`src/rtl/adc_scan_pkg.sv`:
```
// Shared types, constants and parameter checks for the ADC scan sequencer.
package adc_scan_pkg;

  localparam int ADC_CH_W = 5;

  typedef enum logic [2:0] {
    IDLE,
    ISSUE,
    WAIT,
    ACC,
    NEXT
  } scan_state_t;

  function automatic int clog2(input int value);
    int r;
    int v;
    r = 0;
    v = value - 1;
    while (v > 0) begin
      r++;
      v = v >> 1;
    end
    return r;
  endfunction

  function automatic bit params_legal(input int num_ch, input int ch_base,
                                      input int data_w, input int out_w,
                                      input int avg_log2, input int timeout);
    return (num_ch >= 1) && (num_ch <= 16) && (ch_base >= 0) &&
           (ch_base + num_ch - 1 <= 31) && (data_w >= 1) && (out_w >= data_w) &&
           (avg_log2 >= 0) && (avg_log2 <= 6) && (timeout >= 4);
  endfunction

endpackage

```
`src/rtl/adc_avg_accum.sv`:
```
// Sample accumulator and counter; reports the average on the last sample of a block.
module adc_avg_accum
  import adc_scan_pkg::*;
#(
  parameter int DATA_W   = 12,
  parameter int AVG_LOG2 = 2,
  parameter int OUT_W    = 16
) (
  input  logic              clk,
  input  logic              rst,
  input  logic              add,
  input  logic              clear,
  input  logic [DATA_W-1:0] data,
  output logic [OUT_W-1:0]  avg_value,
  output logic              avg_done
);

  localparam int ACC_W = DATA_W + AVG_LOG2;
  localparam int CNT_W = AVG_LOG2 + 1;
  localparam logic [CNT_W-1:0] CNT_LAST = CNT_W'((1 << AVG_LOG2) - 1);

  logic [ACC_W-1:0] acc;
  logic [CNT_W-1:0] cnt;
  logic [ACC_W-1:0] sum;

  // The average is formed from the sum including the incoming sample, so the
  // result can be written in the same cycle the last sample is added.
  assign sum       = acc + ACC_W'(data);
  assign avg_done  = add && (cnt == CNT_LAST);
  assign avg_value = OUT_W'(sum >> AVG_LOG2);

  always_ff @(posedge clk or posedge rst) begin
    if (rst) begin
      acc <= '0;
      cnt <= '0;
    end else if (clear || avg_done) begin
      acc <= '0;
      cnt <= '0;
    end else if (add) begin
      acc <= sum;
      cnt <= cnt + 1'b1;
    end
  end

endmodule

```
`src/rtl/adc_scan_sequencer.sv`:
```
// Round-robin ADC channel scanner with per-channel averaging and response timeout.
//   state | meaning
//   IDLE  | parked, waiting for enable
//   ISSUE | command presented, waiting for cmd_ready
//   WAIT  | command accepted, waiting for matching response or timeout
//   ACC   | sample absorbed; decide whether the channel's average is complete
//   NEXT  | advance to the next channel, pulse scan_done on wrap
module adc_scan_sequencer
  import adc_scan_pkg::*;
#(
  parameter int NUM_CH   = 8,
  parameter int CH_BASE  = 1,
  parameter int DATA_W   = 12,
  parameter int OUT_W    = 16,
  parameter int AVG_LOG2 = 2,
  parameter int TIMEOUT  = 1023
) (
  input  logic                    clk,
  input  logic                    rst,
  input  logic                    enable,
  output logic                    cmd_valid,
  output logic [ADC_CH_W-1:0]     cmd_channel,
  input  logic                    cmd_ready,
  input  logic                    rsp_valid,
  input  logic [ADC_CH_W-1:0]     rsp_channel,
  input  logic [DATA_W-1:0]       rsp_data,
  output logic [NUM_CH*OUT_W-1:0] adc_data,
  output logic [NUM_CH-1:0]       ch_valid,
  output logic [NUM_CH-1:0]       ch_error,
  output logic                    scan_done,
  output logic [15:0]             timeout_cnt
);

  localparam int IDX_W = (NUM_CH > 1) ? clog2(NUM_CH) : 1;
  localparam int TMR_W = clog2(TIMEOUT + 1);
  localparam logic [IDX_W-1:0] IDX_LAST = IDX_W'(NUM_CH - 1);
  localparam logic [TMR_W-1:0] TMR_LAST = TMR_W'(TIMEOUT - 1);

  if (!params_legal(NUM_CH, CH_BASE, DATA_W, OUT_W, AVG_LOG2, TIMEOUT)) begin : g_bad_params
    $error("adc_scan_sequencer: illegal parameter combination");
  end

  scan_state_t state, state_nxt;

  logic [IDX_W-1:0]              idx;
  logic [TMR_W-1:0]              timer;
  logic                          done_q;
  logic [ADC_CH_W-1:0]           cur_ch;
  logic                          match;
  logic                          acc_add;
  logic                          acc_clear;
  logic                          timer_clr;
  logic                          timer_inc;
  logic                          timed_out;
  logic                          idx_adv;
  logic [OUT_W-1:0]              avg_value;
  logic                          avg_done;
  logic [NUM_CH-1:0][OUT_W-1:0]  data_bank;

  assign cur_ch      = ADC_CH_W'(CH_BASE) + ADC_CH_W'(idx);
  // Channel reads as 0 while parked so the port is quiet after reset.
  assign cmd_channel = (state == IDLE) ? '0 : cur_ch;
  assign match       = rsp_valid && (rsp_channel == cur_ch);
  assign adc_data    = data_bank;

  adc_avg_accum #(
    .DATA_W   (DATA_W),
    .AVG_LOG2 (AVG_LOG2),
    .OUT_W    (OUT_W)
  ) u_accum (
    .clk       (clk),
    .rst       (rst),
    .add       (acc_add),
    .clear     (acc_clear),
    .data      (rsp_data),
    .avg_value (avg_value),
    .avg_done  (avg_done)
  );

  always_ff @(posedge clk or posedge rst) begin
    if (rst) state <= IDLE;
    else     state <= state_nxt;
  end

  always_comb begin
    state_nxt = state;
    cmd_valid = 1'b0;
    acc_add   = 1'b0;
    acc_clear = 1'b0;
    timer_clr = 1'b0;
    timer_inc = 1'b0;
    timed_out = 1'b0;
    idx_adv   = 1'b0;
    scan_done = 1'b0;
    case (state)
      IDLE: begin
        if (enable) state_nxt = ISSUE;
      end
      ISSUE: begin
        cmd_valid = 1'b1;
        if (cmd_ready) begin
          timer_clr = 1'b1;
          state_nxt = WAIT;
        end
      end
      WAIT: begin
        // A matching response beats a timeout landing in the same cycle.
        if (match) begin
          acc_add   = 1'b1;
          state_nxt = ACC;
        end else if (timer == TMR_LAST) begin
          timed_out = 1'b1;
          acc_clear = 1'b1;
          state_nxt = NEXT;
        end else begin
          timer_inc = 1'b1;
        end
      end
      ACC: begin
        if (done_q)      state_nxt = NEXT;
        else if (enable) state_nxt = ISSUE;
        else             state_nxt = IDLE;
      end
      NEXT: begin
        idx_adv   = 1'b1;
        scan_done = (idx == IDX_LAST);
        state_nxt = enable ? ISSUE : IDLE;
      end
      default: state_nxt = IDLE;
    endcase
  end

  always_ff @(posedge clk or posedge rst) begin
    if (rst) begin
      idx    <= '0;
      timer  <= '0;
      done_q <= 1'b0;
    end else begin
      done_q <= avg_done;
      if (timer_clr)      timer <= '0;
      else if (timer_inc) timer <= timer + 1'b1;
      if (idx_adv) idx <= (idx == IDX_LAST) ? '0 : idx + 1'b1;
    end
  end

  always_ff @(posedge clk or posedge rst) begin
    if (rst) begin
      data_bank   <= '0;
      ch_valid    <= '0;
      ch_error    <= '0;
      timeout_cnt <= '0;
    end else begin
      if (avg_done) begin
        data_bank[idx] <= avg_value;
        ch_valid[idx]  <= 1'b1;
        ch_error[idx]  <= 1'b0;
      end
      if (timed_out) begin
        ch_error[idx] <= 1'b1;
        if (timeout_cnt != 16'hFFFF) timeout_cnt <= timeout_cnt + 16'd1;
      end
    end
  end

endmodule
```
`config.mk`:
```
export PLATFORM = sky130hd
export DESIGN_NAME = adc_scan_sequencer
export DESIGN_NICKNAME = d
export VERILOG_FILES = /design/src/rtl/adc_scan_pkg.sv /design/src/rtl/adc_avg_accum.sv /design/src/rtl/adc_scan_sequencer.sv
export SDC_FILE = /design/constraint.sdc
export NUM_CORES = 1
export LEC_CHECK = 0
export ABC_AREA = 1
export BUFFER_PORTS_ARGS = -buffer_cell sky130_fd_sc_hd__buf_2
export CORE_MARGIN = 4
export CORE_UTILIZATION = 49
export DETAILED_ROUTE_END_ITERATION = 8
export PLACE_DENSITY_LB_ADDON = 0.2
export SETUP_SLACK_MARGIN = 0.05
export SYNTH_ARGS = -nofsm -noshare
export SYNTH_HDL_FRONTEND = slang
export SYNTH_SLANG_ARGS = --single-unit
```
`constraint.sdc`:
```
create_clock -name clk -period 5.3 [get_ports clk]
set_clock_uncertainty 0.2 [all_clocks]
set_input_delay 1.06 -clock clk [delete_from_list [all_inputs] [get_ports clk]]
set_output_delay 1.06 -clock clk [all_outputs]
set_load 0.005 [all_outputs]
```
# Word level (Yosys, flattened, before mapping)
# Cells that the tools add are included.
dict set report classes {
  eq_ne 12
  add_sub_neg 6
  mux 35
  n_lt_le_gt_ge 2
  reduce_logical 9
  bitwise_logic 4
}
# op n
set ops {}
lappend ops {{128-bit bitwise mux} 1}
lappend ops {{16-bit demux with 3-bit select} 1}
lappend ops {{14-bit two-way mux} 2}
lappend ops {{3-bit two-way mux} 8}
lappend ops {{10-bit two-way mux} 2}
lappend ops {{16-bit by 1-bit adder with 16-bit output, second input constant} 1}
lappend ops {{16-bit two-way mux} 1}
lappend ops {{8-bit two-way mux} 2}
lappend ops {{16-bit inequality test, second input constant} 1}
lappend ops {{8-bit OR} 2}
lappend ops {{1-bit two-way mux} 15}
lappend ops {{3-bit one-hot mux with 5 select lines} 1}
lappend ops {{14-bit by 12-bit adder with 14-bit output} 1}
lappend ops {{10-bit by 1-bit adder with 10-bit output, second input constant} 1}
lappend ops {{10-bit equality test, second input constant} 1}
lappend ops {{3-bit by 2-bit equality test with 1-bit output, second input constant} 3}
lappend ops {{8-bit AND} 1}
lappend ops {{8-bit NOT} 1}
lappend ops {{3-bit by 1-bit adder with 3-bit output, second input constant} 2}
lappend ops {{3-bit equality test, second input constant} 2}
lappend ops {{5-bit by 4-bit equality test with 1-bit output} 1}
lappend ops {{1-bit by 3-bit adder with 4-bit output, first input constant} 1}
lappend ops {{3-bit by 4-bit less-than comparator with 1-bit output, second input constant} 1}
lappend ops {{4-bit two-way mux} 1}
lappend ops {{other kinds (11)} 15}
dict set report totals {
  out_inout_bits 167
  input_bits 22
  ff_bits 194
  word_cells 85
}

# Longest topological paths before layout
dict set report depth {
  word_depth 9
  mapped_depth 12
  depth_no_buf 12
}

# By module
# A second synthesis with hierarchy kept.
dict set report unflattened {
  hier_cells 1004
  area_unflattened_um2 8793.4
}
# mod instances area_per_inst_um2 cells_per_inst
set modules_own_cells {}
lappend modules_own_cells {adc_scan_sequencer 1 7269.5 780}
lappend modules_own_cells {adc_avg_accum 1 1524.0 224}

# Worst setup path after synthesis
# No wires, ideal clock.
dict set report synth_path {
  path_type {input port to flip-flop}
  from {in rsp_data[0]}
  to {reg data_bank (netlist bit adc_data[102])}
  setup_ns 0.065
  setup_slack_ns 2.463
  cell_stages 10
  arrival_time_ns 2.572
  cell_sequence {ha_1 inv_1 fa_1 inv_1 nand3_1 nand3_1 a21oi_1 xor2_1 nand2_1 nand2_1}
}
dict set report synth_between {
  elab_chain_len 2
}
# item line
set synth_rtl {}
lappend synth_rtl {{start, declared} adc_scan_sequencer.sv:26} ;# input logic [DATA_W-1:0] rsp_data,
lappend synth_rtl {{14-bit by 12-bit adder with 14-bit output} adc_avg_accum.sv:28} ;# assign sum = acc + ACC_W'(data);
lappend synth_rtl {{128-bit bitwise mux} adc_scan_sequencer.sv:154} ;# data_bank[idx] <= avg_value;
lappend synth_rtl {{end signal, assigned by index} adc_scan_sequencer.sv:154}
lappend synth_rtl {{end, declared} adc_scan_sequencer.sv:58} ;# logic [NUM_CH-1:0][OUT_W-1:0] data_bank;
# No other way between the ends.
# A chain may end at the register's enable or synchronous reset.

# Final worst setup path
dict set report layout_path {
  from {reg idx[0]}
  to {out scan_done}
}
dict set report layout_between {
  elab_chain_len 2
}
# item line
set layout_rtl {}
lappend layout_rtl {{start, declared} adc_scan_sequencer.sv:45} ;# logic [IDX_W-1:0] idx;
lappend layout_rtl {{start signal, assigned} adc_scan_sequencer.sv:142} ;# if (idx_adv) idx <= (idx == IDX_LAST) ? '0 : idx + 1'b1;
lappend layout_rtl {{3-bit equality test} adc_scan_sequencer.sv:126} ;# scan_done = (idx == IDX_LAST);
lappend layout_rtl {{1-bit two-way mux} adc_scan_sequencer.sv:95} ;# case (state)
lappend layout_rtl {{end, declared} adc_scan_sequencer.sv:30} ;# output logic scan_done,
# No other way between the ends.

==> insert_results.sql <==
INSERT INTO impl_metrics (metric_group, metric, value, unit) VALUES
('floorplan', 'core_region_area', '16500', 'µm²'),
('worst_setup_path', 'worst_setup_path_end_kind', 'output port', ''),
('routing', 'dr.first_iter.drc_count', '470', ''),
('yosys', 'synth_compound_area_frac', '0.00971', ''),
('min_path', 'min_path_type', 'register to register', ''),
('worst_setup_path', 'regToRegSetupSlack', '2.18', 'ns'),
('floorplan', 'start_util', '0.499', ''),
('min_path', 'min_to', 'ch_valid[0]$_DFFE_PP0P_', ''),
('timing', 'timing.final.max_slew_violations', '0', ''),
('timing', 'accumulated_negative_setup_slack', '0', 'ns'),
('power_and_ir_drop', 'power.static_leakage', '5.88', 'nW'),
('global_route', 'grt_pass1_wl', '32700', 'µm'),
('clock_tree', 'clock_tree_from_tritoncts', 'done', ''),
('clock_tree', 'clock_tree.buffer_depth', '2', ''),
('floorplan', 'placementRows', '47', ''),
('worst_setup_path', 'arrival', '1.93', 'ns'),
('placement', 'dp_hpwl', '14300', 'µm'),
('floorplan', 'die_area', '19000', 'µm²'),
('timing', 'timing_worst_slew_pin_value', '1.23', 'ns'),
('floorplan', 'die-height', '138', 'µm'),
('clock_tree', 'cts.sinks', '162', ''),
('clock_tree', 'cts_inserted_buffers', '17', ''),
('yosys', 'ys_top_cells_by_area', 'dfrtp_1 (49%), nand2_1 (23%), inv_1 (4.1%), nand3_1 (3.7%), buf_4 (3.3%)', ''),
('power_and_ir_drop', 'peakVddDrop', '0.298', 'mV'),
('global_route', 'grt_antenna_before_repair', '0', ''),
('worst_setup_path', 'cpLargestDelayFamily', 'flip-flops', ''),
('clock_tree', 'h-tree-depth', '4', ''),
('routing', 'drc_errors', '0', ''),
('status', 'status', 'completed', ''),
('yosys', 'post-synth-top-area-fraction', '0.492', ''),
('yosys', 'synth.yosys.warnings', '0', ''),
('clock_tree', 'post_cts.repair.setup_buffers', '0', ''),
('yosys', 'synth_top_area_cell', 'dfrtp_1', ''),
('global_route', 'grt.overflow.total', '0', ''),
('clock_tree', 'clk-insertion-delay-late', '0.42', 'ns'),
('clock_tree', 'post_cts.resized_instances', '0', ''),
('yosys', 'synth_xor_xnor_area_share', '0.0297', ''),
('timing', 'setup_viol', '0', ''),
('clock_tree', 'cts_hold_repair.buffers', '0', ''),
('yosys', 'postSynthAreaPerCell', '7.84', 'µm²'),
('timing', 'final-hold-violation-count', '0', ''),
('placement', 'placed_cell_count', '1403', ''),
('clock_tree', 'clock-root-buffer', 'clkbuf_16', ''),
('worst_setup_path', 'largest_fanout_on_the_critical_path', '11', ''),
('power_and_ir_drop', 'p_sw_frac', '0.342', ''),
('min_path', 'hp-start', 'ch_valid[0]$_DFFE_PP0P_', ''),
('power_and_ir_drop', 'cellInternalPower', '0.00213', 'W'),
('worst_setup_path', 'r2r-end', 'u_accum.acc[1]$_DFFE_PP0P_', ''),
('min_path', 'min_delay_path_depth', '2', ''),
('layout', 'layout.filler_cells', '1577', ''),
('yosys', 'yosys_register_bits', '162', ''),
('yosys', 'netlist_instances', '1052', ''),
('layout', 'drive_above_1_share', '0.172', ''),
('worst_setup_path', 'setup.worst_path.start', 'idx[0]$_DFFE_PP0P_', ''),
('floorplan', 'die_w', '138', 'µm'),
('floorplan', 'boundaryPins', '189', ''),
('worst_setup_path', 'cpPeakStageDelay', '0.57', 'ns'),
('global_route', 'grt_pass1_vias', '6287', ''),
('placement', 'gpl.final_weighted_congestion', '0.852', ''),
('worst_setup_path', 'cp-start-kind', 'register', ''),
('global_route', 'largest_net_degree_at_the_start_of_global_routing', '163', ''),
('global_route', 'grtUsageTotal', '0.221', ''),
('worst_setup_path', 'reg2regPathDepth', '9', ''),
('yosys', 'synthSimpleGateAreaFrac', '0.344', ''),
('worst_setup_path', 'crit_path_cell_trace', 'ha_1, ha_1, inv_1, nor3_1, buf_2', ''),
('flow_run', 'cap_viol_max_count', '0', ''),
('worst_setup_path', 'worst_path_most_repeated_cell', 'ha_1', ''),
('timing', 'min_period_over_period', '0.602', ''),
('power_and_ir_drop', 'power_frac_seq', '0.421', ''),
('layout', 'area_growth_syn_to_layout', '16.3', '%'),
('worst_setup_path', 'worst-endpoint-required', '4.04', 'ns');
worst register-to-register path, cell delays in order (launching register included):
cell,delay [ns]
dfrtp_1,0.51
ha_1,0.27
ha_1,0.31
nand2_1,0.09
nand2_1,0.06
nor2_1,0.26
nand4_4,0.39
nor2_2,0.72
nand2_1,0.16
nand2_1,0.10
synth_stat cells:
library cell    n
nand3b_1        6
xnor2_1         8
nand3_2         3
nor3_1         16
inv_2           2
xor2_1         20
nand4_2         1
nand2_4         8
fa_1            1
buf_4          36
inv_1          90
nor2_1         44
nor2b_1         1
nand2_1       516
nand4_1        12
a21oi_1         8
and2_1          1
ha_1           19
nand3_1        61
nand4_4         1
nor3_4          1
buf_6           8
nor2_8          1
clkbuf_1        2
conb_1          1
dfrtp_1       162
nor2_4          1
buf_2          12
o21ai_0         8
nor2_2          2
worst max-delay path by stage:
stage	end	cells after the start
2_1_floorplan	asynchronous set/reset pin	1
3_3_place_gp	adc_data[98]$_DFFE_PP0P_	10
3_5_place_dp	adc_data[114]$_DFFE_PP0P_	10
4_1_cts	cmd_channel[2]	5
5_1_grt	u_accum.acc[1]$_DFFE_PP0P_	9
6_report	scan_done	5
metal layers:
layer,share of wire,global-route usage,vias up
li1,-,-,3471
met1,0.46,0.313,3270
met2,0.47,0.354,191
met3,0.057,0.0398,15
met4,0.012,0.0543,0
met5,0,0,-
flip-flops by register name, summed over array words and instances, names as in the netlist, named ones only:
register and cells:
timer 10, u_accum.cnt 3, u_accum.acc 14, state 3
done_q 1, ch_error 7, ch_valid 8, adc_data 96
timeout_cnt 16, idx 3
final cells by class:
type | instances | area [µm²] | area share
Clock buffer | 18 | 439 | 0.0458
Antenna cell | 1 | 2.50 | 0.000261
Sequential cell | 162 | 4050 | 0.423
Clock inverter | 13 | 129 | 0.0134
Tap cell | 220 | 275 | 0.0287
Multi-Input combinational cell | 772 | 3540 | 0.369
Timing Repair Buffer | 157 | 803 | 0.0837
Inverter | 92 | 349 | 0.0364
cells by family (layout without fill, tap and decap cells):
group / Yosys count / in the layout
buffers and inverters: 150 / 280
flip-flops: 162 / 162
AND/OR/NAND/NOR: 675 / 675
other: 1 / 34
XOR/XNOR: 28 / 28
adder cells (fa/ha/maj): 20 / 20
AO/OA/AOI/OAI: 16 / 16
per-stage QoR:
step	util	instance area (µm²)	power, W	setup slack, ns
floorplan	-	8370	0.00185	1.98
global placement	0.546	9020	0.00205	1.84
detailed placement	0.546	9020	0.00206	1.80
CTS	0.580	9590	0.00325	2.11
global route	0.580	9590	0.00340	1.99
finish	0.581	9590	0.00324	2.11
power by group through the flow:
stage | clock network [W] | registers (W) | logic [W]
detailed placement | 0 | 0.00138 | 0.000674
floorplan | 0 | 0.00136 | 0.000489
global route | 0.00126 | 0.00137 | 0.000764
finish | 0.00119 | 0.00136 | 0.000680
global placement | 0 | 0.00138 | 0.000663
CTS | 0.00121 | 0.00136 | 0.000680
cells in the final DEF (no fill, tap or decap), types with 3 or more instances in the layout:
cell	instances
nand3b_1	6
clkbuf_16	17
nand2_1	516
a21oi_1	8
clkinvlp_4	5
nand3_2	3
nand3_1	61
nand2_4	8
buf_2	155
clkinv_4	3
ha_1	19
inv_1	89
inv_6	3
nor3_1	16
conb_1	33
xor2_1	20
dfrtp_1	162
nand4_1	12
o21ai_0	8
xnor2_1	8
nor2_1	44
No activity file was read; power rests on OpenSTA's default activity.
